<file path="src/rtl/ibex_register_file_fpga_mp.sv">
// Integer register file for the ID stage: two combinational read ports, write port A plus
// optional port B, optional write-to-read bypass, and a zeroing walk after every reset.
//
// state   | meaning
// --------+-----------------------------------------------------------
// StInit  | walk writes WordZeroVal to words 1..NumWords-1, reads give 0
// StRun   | normal operation, init_done_o=1, terminal until reset
module ibex_register_file_fpga_mp #(
   parameter bit                   RV32E       = 1'b0,
   parameter int unsigned          DataWidth   = 32,
   parameter bit                   DualWrite   = 1'b0,
   parameter bit                   BypassEn    = 1'b0,
   parameter bit                   WrenCheck   = 1'b0,
   parameter logic [DataWidth-1:0] WordZeroVal = '0
) (
   input  logic                 clk_i,
   input  logic                 rst_ni,
   input  logic [4:0]           raddr_a_i,
   output logic [DataWidth-1:0] rdata_a_o,
   input  logic [4:0]           raddr_b_i,
   output logic [DataWidth-1:0] rdata_b_o,
   input  logic [4:0]           waddr_a_i,
   input  logic [DataWidth-1:0] wdata_a_i,
   input  logic                 we_a_i,
   input  logic [4:0]           waddr_b_i,
   input  logic [DataWidth-1:0] wdata_b_i,
   input  logic                 we_b_i,
   output logic                 init_done_o,
   output logic                 err_o
);

   localparam int unsigned          AddrWidth = RV32E ? 4 : 5;
   localparam int unsigned          NumWords  = 2 ** AddrWidth;
   localparam logic [AddrWidth-1:0] LastIdx   = AddrWidth'(NumWords - 1);

   typedef enum logic {
      StInit = 1'b0,
      StRun  = 1'b1
   } state_e;

   state_e                 state_q;
   logic [AddrWidth-1:0]   cnt_q;
   logic                   err_q;
   logic                   err_d;
   logic [DataWidth-1:0]   mem_q [NumWords];

   logic                   run;
   logic [AddrWidth-1:0]   ra_idx;
   logic [AddrWidth-1:0]   rb_idx;
   logic [AddrWidth-1:0]   wa_idx;
   logic [AddrWidth-1:0]   wb_idx;
   logic                   we_b;
   logic [DataWidth-1:0]   wdata_b;
   logic                   wa_act;
   logic                   wb_act;
   logic [DataWidth-1:0]   rdata_a;
   logic [DataWidth-1:0]   rdata_b;

   assign run    = (state_q == StRun);
   assign ra_idx = raddr_a_i[AddrWidth-1:0];
   assign rb_idx = raddr_b_i[AddrWidth-1:0];
   assign wa_idx = waddr_a_i[AddrWidth-1:0];

   if (DualWrite) begin : g_port_b
      assign wb_idx  = waddr_b_i[AddrWidth-1:0];
      assign we_b    = we_b_i;
      assign wdata_b = wdata_b_i;
   end else begin : g_no_port_b
      logic unused_port_b;
      assign wb_idx        = '0;
      assign we_b          = 1'b0;
      assign wdata_b       = '0;
      assign unused_port_b = ^{waddr_b_i, wdata_b_i, we_b_i};
   end

   if (RV32E) begin : g_rv32e
      logic unused_addr_msb;
      assign unused_addr_msb = ^{raddr_a_i[4], raddr_b_i[4], waddr_a_i[4], waddr_b_i[4]};
   end

   assign wa_act = run & we_a_i & (wa_idx != '0);
   assign wb_act = run & we_b & (wb_idx != '0);

   always_comb begin
      err_d = 1'b0;
      if (WrenCheck) begin
         if (!run && (we_a_i || we_b)) err_d = 1'b1;
         if (wa_act && wb_act && (wa_idx == wb_idx)) err_d = 1'b1;
      end
   end

   always_ff @(posedge clk_i or negedge rst_ni) begin
      if (!rst_ni) begin
         state_q <= StInit;
         cnt_q   <= AddrWidth'(1);
         err_q   <= 1'b0;
      end else begin
         err_q <= err_d;
         case (state_q)
            StInit: begin
               if (cnt_q == LastIdx) state_q <= StRun;
               else                  cnt_q   <= cnt_q + AddrWidth'(1);
            end
            StRun:   state_q <= StRun;
            default: state_q <= StInit;
         endcase
      end
   end

   // Array is deliberately not reset; the walk clears it before any read can see it.
   always_ff @(posedge clk_i) begin
      if (!run) begin
         mem_q[cnt_q] <= WordZeroVal;
      end else begin
         if (wa_act) mem_q[wa_idx] <= wdata_a_i;
         if (wb_act) mem_q[wb_idx] <= wdata_b;
      end
   end

   always_comb begin
      rdata_a = mem_q[ra_idx];
      if (BypassEn) begin
         if (wb_act && (wb_idx == ra_idx))      rdata_a = wdata_b;
         else if (wa_act && (wa_idx == ra_idx)) rdata_a = wdata_a_i;
      end
      if (!run || (ra_idx == '0)) rdata_a = '0;
   end

   always_comb begin
      rdata_b = mem_q[rb_idx];
      if (BypassEn) begin
         if (wb_act && (wb_idx == rb_idx))      rdata_b = wdata_b;
         else if (wa_act && (wa_idx == rb_idx)) rdata_b = wdata_a_i;
      end
      if (!run || (rb_idx == '0)) rdata_b = '0;
   end

   assign rdata_a_o   = rdata_a;
   assign rdata_b_o   = rdata_b;
   assign init_done_o = run;
   assign err_o       = err_q;

endmodule

</file>
<file path="config.mk">
export PLATFORM = sky130hd
export DESIGN_NAME = ibex_register_file_fpga_mp
export DESIGN_NICKNAME = d
export VERILOG_FILES = /design/src/rtl/ibex_register_file_fpga_mp.sv
export SDC_FILE = /design/constraint.sdc
export NUM_CORES = 1
export LEC_CHECK = 0
export ABC_AREA = 1
export CAP_MARGIN = 20
export CELL_PAD_IN_SITES_DETAIL_PLACEMENT = 1
export CELL_PAD_IN_SITES_GLOBAL_PLACEMENT = 2
export CORE_UTILIZATION = 29
export CTS_BUF_LIST = sky130_fd_sc_hd__clkbuf_2
export CTS_CLUSTER_SIZE = 16
export DETAILED_ROUTE_END_ITERATION = 10
export MAX_ROUTING_LAYER = met4
export PLACE_DENSITY_LB_ADDON = 0.1
export SETUP_SLACK_MARGIN = 0.3
export SLEW_MARGIN = 20
export SYNTH_ARGS = -nofsm -noshare
export SYNTH_HDL_FRONTEND = slang
export SYNTH_SLANG_ARGS = --single-unit
</file>
<file path="constraint.sdc">
create_clock -name clk_i -period 4 [get_ports clk_i]
set_clock_uncertainty 0.1 [all_clocks]
set_input_delay 0.6 -clock clk_i [delete_from_list [all_inputs] [get_ports clk_i]]
set_output_delay 0.6 -clock clk_i [all_outputs]
set_load 0.01 [all_outputs]
</file>
### Word-level counts from Yosys, hierarchy flattened

Memory sizes are Yosys's and may differ from the RTL's.
Index checks and enable logic that the tools add are counted.

| word-level totals | value |
|---|---|
| flip-flop bits (word level) | 6 |
| RAM bits | 1024 |
| input port bits | 88 |
| output and inout port bits | 66 |
| word-level logic and storage cells | 28 |
| memories | 1 |

Memory list:

| memory | depth | bits a word | rd ports | clocked after Yosys merged registers in | wr ports | line | RTL |
|---|---|---|---|---|---|---|---|
| mem_q | 32 | 32 | 2 | 0 | 1 | 45 | `logic [DataWidth-1:0] mem_q [NumWords];` |

| cells by class | value |
|---|---|
| add/subtract/negate cells | 1 |
| equal/unequal tests | 1 |
| mux-type cells | 11 |
| bitwise logic cells | 4 |
| reductions and logical operators | 8 |

Operators by type and width:

| cell | count |
|---|---|
| 2-to-1 mux 32 bit | 3 |
| OR reduction 32 bit | 1 |
| logical NOT 5 bit | 2 |
| 2-to-1 mux 1 bit | 6 |
| adder 5 x 1 -> 5 bit, second input constant | 1 |
| == test 5 bit, second input constant | 1 |
| 2-to-1 mux 5 bit | 1 |
| nonzero test 5 bit | 1 |
| AND 1 bit | 2 |
| logical OR 1 bit | 2 |
| inverter 1 bit | 2 |
| case mux 1 bit (2 select lines) | 1 |
| AND reduction 2 bit | 1 |
| logical NOT 1 bit | 1 |

### Logic depth before layout (Yosys ltp)

| depth | value |
|---|---|
| depth in word-level cells | 7 |
| mapped depth | 12 |
| mapped depth without buffers | 9 |

### Worst setup path before layout

OpenSTA, ideal clock, no wires.

| timing path | value |
|---|---|
| path type | input to register |
| start | input waddr_a_i[0] |
| end | memory mem_q[0][0], enable pin |
| library setup time | 0.421 ns |
| arrival time | 2.809 ns |
| required time | 3.479 ns |
| slack | 0.670 ns |
| stages on the path | 8 |
| path buffers | 1 |
| cell sequence | nor2_1 > nand4_1 > nand2_1 > buf_2 > nand2_1 > o21ai_1 > nand3_1 > nor2_1 |

| on the way | value |
|---|---|
| longest elaborated chain between the ends | 7 |
| elaborated cells on any way between the ends | 8 |
| classes of those cells | 5 x mux; 1 x bitwise; 2 x reduce/logical |

Ends and longest elaborated chain:

| element | line | RTL |
|---|---|---|
| from (decl) | 22 | `input logic [4:0] waddr_a_i,` |
| nonzero test 5 bit | 81 | `assign wa_act = run & we_a_i & (wa_idx != '0);` |
| AND 1 bit | 81 |  |
| 2-to-1 mux 1 bit | 115 | `if (wa_act) mem_q[wa_idx] <= wdata_a_i;` |
| 2-to-1 mux 1 bit | 112 | `if (!run) begin` |
| 2-to-1 mux 1 bit (implied by the code) | 115 |  |
| OR reduction 32 bit (no source line) | -- |  |
| 2-to-1 mux 5 bit (no source line) or 2-to-1 mux 1 bit (tied branches) | -- |  |
| to (decl) | 45 |  |

Parallel ways exist; a longest one is shown, timed or not.

### Worst setup path in the final report

| timing path | value |
|---|---|
| start | register state_q, in the netlist init_done_o |
| end | output rdata_a_o[17] |

| on the way | value |
|---|---|
| longest elaborated chain between the ends | 3 |

Ends and longest elaborated chain:

| element | line | RTL |
|---|---|---|
| from (decl) | 41 | `state_e state_q;` |
| from (signal assigned) | 94 | `state_q <= StInit;` |
| from (signal assigned) | 101 | `if (cnt_q == LastIdx) state_q <= StRun;` |
| from (signal assigned) | 104 | `StRun: state_q <= StRun;` |
| logical NOT 1 bit | 126 | `if (!run \|\| (ra_idx == '0)) rdata_a = '0;` |
| logical OR 1 bit | 126 |  |
| 2-to-1 mux 32 bit | 126 |  |
| to (decl) | 19 | `output logic [DataWidth-1:0] rdata_a_o,` |

Every way passes these cells.

==> summary.md <==
| Metric | Value |
|---|---|
| Status | finished clean |
| Initial DRC Count | 3255 |
| Fmax | 0.2557 GHz |
| DIE WIDTH | 426.6 um |
| Global Route met1 Usage | 0.3785 |
| Seq pwr share | 0.513 |
| Hpwl dp | 150.8 mm |
| Hold Slack | 0.2866 ns |
| Worst setup path startpoint | init_done_o |
| Met3 usage | 0.03540 |
| Crit-path max FO | 7 |
| Total track usage | 0.2852 |
| Post-synthesis sequential area ratio | 0.5911 |
| Clock H-tree levels | 5 |
| Die Ht | 426.6 um |
| Sink Count | 1030 |
| Worst VDD drop | 0.2916 mV |
| Ys async rst share | 0.005825 |
| Final Setup Violations | 0 |
| Synth cell types | 24 |
| Worst Slack Setup Final | 0.08861 ns |
| Avg Inst Size Synth | 8.635 um^2 |
| Worst EP arrival | 3.21 ns |
| DR pass1 iterations | 5 |
| Remaining antenna violation count | 0 |
| Final nets | 6605 |
| Ys flop type | edfxtp_1 |
| Slew @ Worst Pin | 1.246 ns |
| Comb pwr share | 0.149 |
| Total Power | 23.21 mW |
| Critical path class | reg -> out |
| Power density cells | 359.1 nW/um^2 |
| Clk buf depth | 4 |
| Total core area | 178800 um^2 |
| Reg-to-reg setup timing slack | 0.65 ns |
| Fillers | 20.73k |
| Antenna violations before repair | 4 |
| Origin of the critical flop-to-flop path | init_done_o |
| Row count | 155 |
| Dpl ws | 0.09718 ns |
| Layout area overhead | 23.66% |
| Setup crit end | rdata_a_o[17] |
| LEAKAGE | 26.02 nW |
| Largest net degree at the start of global routing | 89 |
| Max_slew headroom | 0.1692 |
| CP endpoint kind | output port |
| Clock power share | 0.338 |
| Final Cycle Share | 0.9778 |
| Utilization after layout | 0.3615 |
| DR vias | 47.36k |
| CP Launch Type | flop |
| CTS tree | built |
| Syn Nets | 6144 |
| GRT busiest layer | met2 |
| RSZ-0062 raised after global routing | true |
| Clk root buf | clkbuf_2 |
| IO buf count | 114 |
| Die area | 182000 um^2 |
| Mean number of vias per cell | 5.230 |
| Most frequent cells in the layout | nand2_1, nand3_1, edfxtp_1 |
| Pint | 15.95 mW |
| Initial core utilization | 0.2924 |
| WP data required | 3.30 ns |
| Ys Warns | 0 |
| Clock Latency Late Sink | 1.70 ns |
| Cell Area, Synth | 52280 um^2 |
| Gate Count Post-Synth | 6054 |
| CTS Buf Count | 318 |
| Layout cell share with drive strength beyond 1 | 0.1856 |
| RR Endpoint | mem_q[7][21] |
| EDFF count, synth | 1024 |
| Max Slew Vio Count | 0 |
| Sw Pwr | 7.269 mW |
| First-pass GRT wire length | 358.2 mm |
| # IOs | 154 |
| DR WL/cell | 28.05 um |
| # DRC | 0 |
| Worst r2r path cells | 8 |
| Clock Pin Slew Worst Setup and Hold Paths | 0.11 ns |
| Post-layout min period | 3.911 ns |
| Vias in the first global route | 48.34k |
| Max-Cap Viols | 0 |
| Total Wirelength | 254.0 mm |
| Congestion Overflow GR | 0 |
| Worst Hold Class | in -> reg |
| Met2 Use GR | 0.4543 |
| Commonest non-fill, non-tap cell in the layout | nand2_1 |
| Final hold vios | 0 |
| Routability cong. | 0.8206 |
| Synthesized flop and latch total | 1030 |
| Switching Share | 0.3131 |
per-layer routing:
metal / part of all wire / wire length, um
met1: 0.46 / 116900
met3: 0.040 / 10140
met5: 0 / 0
met4: 0.028 / 7035
met2: 0.47 / 120000
power by group through the flow:
stage / Sequential [mW] / Clock, mW / Combinational (mW)
floorplan: 12.2 / 0 / 1.48
CTS: 11.9 / 8.17 / 3.38
global route: 11.9 / 8.63 / 3.66
finish: 11.9 / 7.85 / 3.45
global placement: 12.2 / 0 / 3.12
detailed placement: 12.2 / 0 / 3.13
flip-flops by register name, indices dropped and copies added (netlist names):
name	cells
cnt_q	5
init_done_o	1
mem_q	1024
worst max-delay path, stage by stage (launching register included):
cell and delay [ns]:
dfrtp_2 0.47, o21ai_2 0.08, inv_2 0.15, buf_12 0.15, buf_16 0.19, buf_6 0.13
nand2_4 0.05, nor2_4 0.11, buf_6 0.14
area by class of cell:
cell class	count	area [um^2]	area share
sequential	1030	30900	0.4780
multi-input combinational	4536	20900	0.3232
timing repair buffer	573	7156	0.1107
tap	2355	2947	0.04558
clock buffer	448	2242	0.03468
inverter	56	279.0	0.004316
clock inverter	56	217.7	0.003368
antenna	3	7.507	0.0001161
logic make-up (layout without fill, tap and decap cells):
logic type,count (synthesis),after routing,synth area share
AND/OR/NAND/NOR,4265,4265,0.3358
flip-flops,1030,1030,0.5911
buffers and inverters,488,1133,0.04674
AO/OA/AOI/OAI,265,265,0.02537
XOR/XNOR,3,3,0.0005027
adder cells (fa/ha/maj),2,2,0.0004786
other,1,4,0.00007173
through the flow:
stage               instance area, um^2  cells  TNS, ns
global route                      64650   9057   -1.853
detailed placement                59190   8445        0
CTS                               63870   9042   -5.056
finish                            64650   9057        0
floorplan                         52280   6054        0
global placement                  59170   8444        0
how the worst min path moves through the flow:
stage	to	from	depth (start not counted)	slack [ns]
after detailed placement	cnt_q[3]	cnt_q[3]	1	0.43
after global placement	cnt_q[3]	cnt_q[3]	1	0.42
after floorplan	cnt_q[1]	rst_ni	0	0.20
final	mem_q[11][30]	wdata_a_i[30]	4	0.29
after global routing	mem_q[11][30]	wdata_a_i[30]	4	0.13
after CTS	mem_q[30][31]	wdata_a_i[31]	5	0.01
Yosys cell counts (2+ instances only):
library cell,n,area share
buf_4,65,0.0093
xor2_1,2,0.00034
inv_4,2,0.00024
nand2_1,2712,0.19
edfxtp_1,1024,0.59
buf_6,7,0.0015
nor2_1,324,0.023
a21oi_1,162,0.016
inv_2,5,0.00036
buf_2,247,0.024
ha_1,2,0.00048
inv_1,48,0.0034
clkbuf_1,68,0.0049
nand3_1,1224,0.12
o21ai_0,84,0.0080
nand4_1,4,0.00048
dfrtp_1,5,0.0024
o21ai_1,19,0.0018
buf_1,45,0.0032
what timing repair did:
item                        CTS  global route
setup endpoints to repair    65            65
buffers inserted             26            12
pin swaps                    74           108
gates resized for setup     602           149
hold buffers                 63             0
cloned                        4             0
hold endpoints to repair   1486             0
No activity file was read; power rests on OpenSTA's default activity.
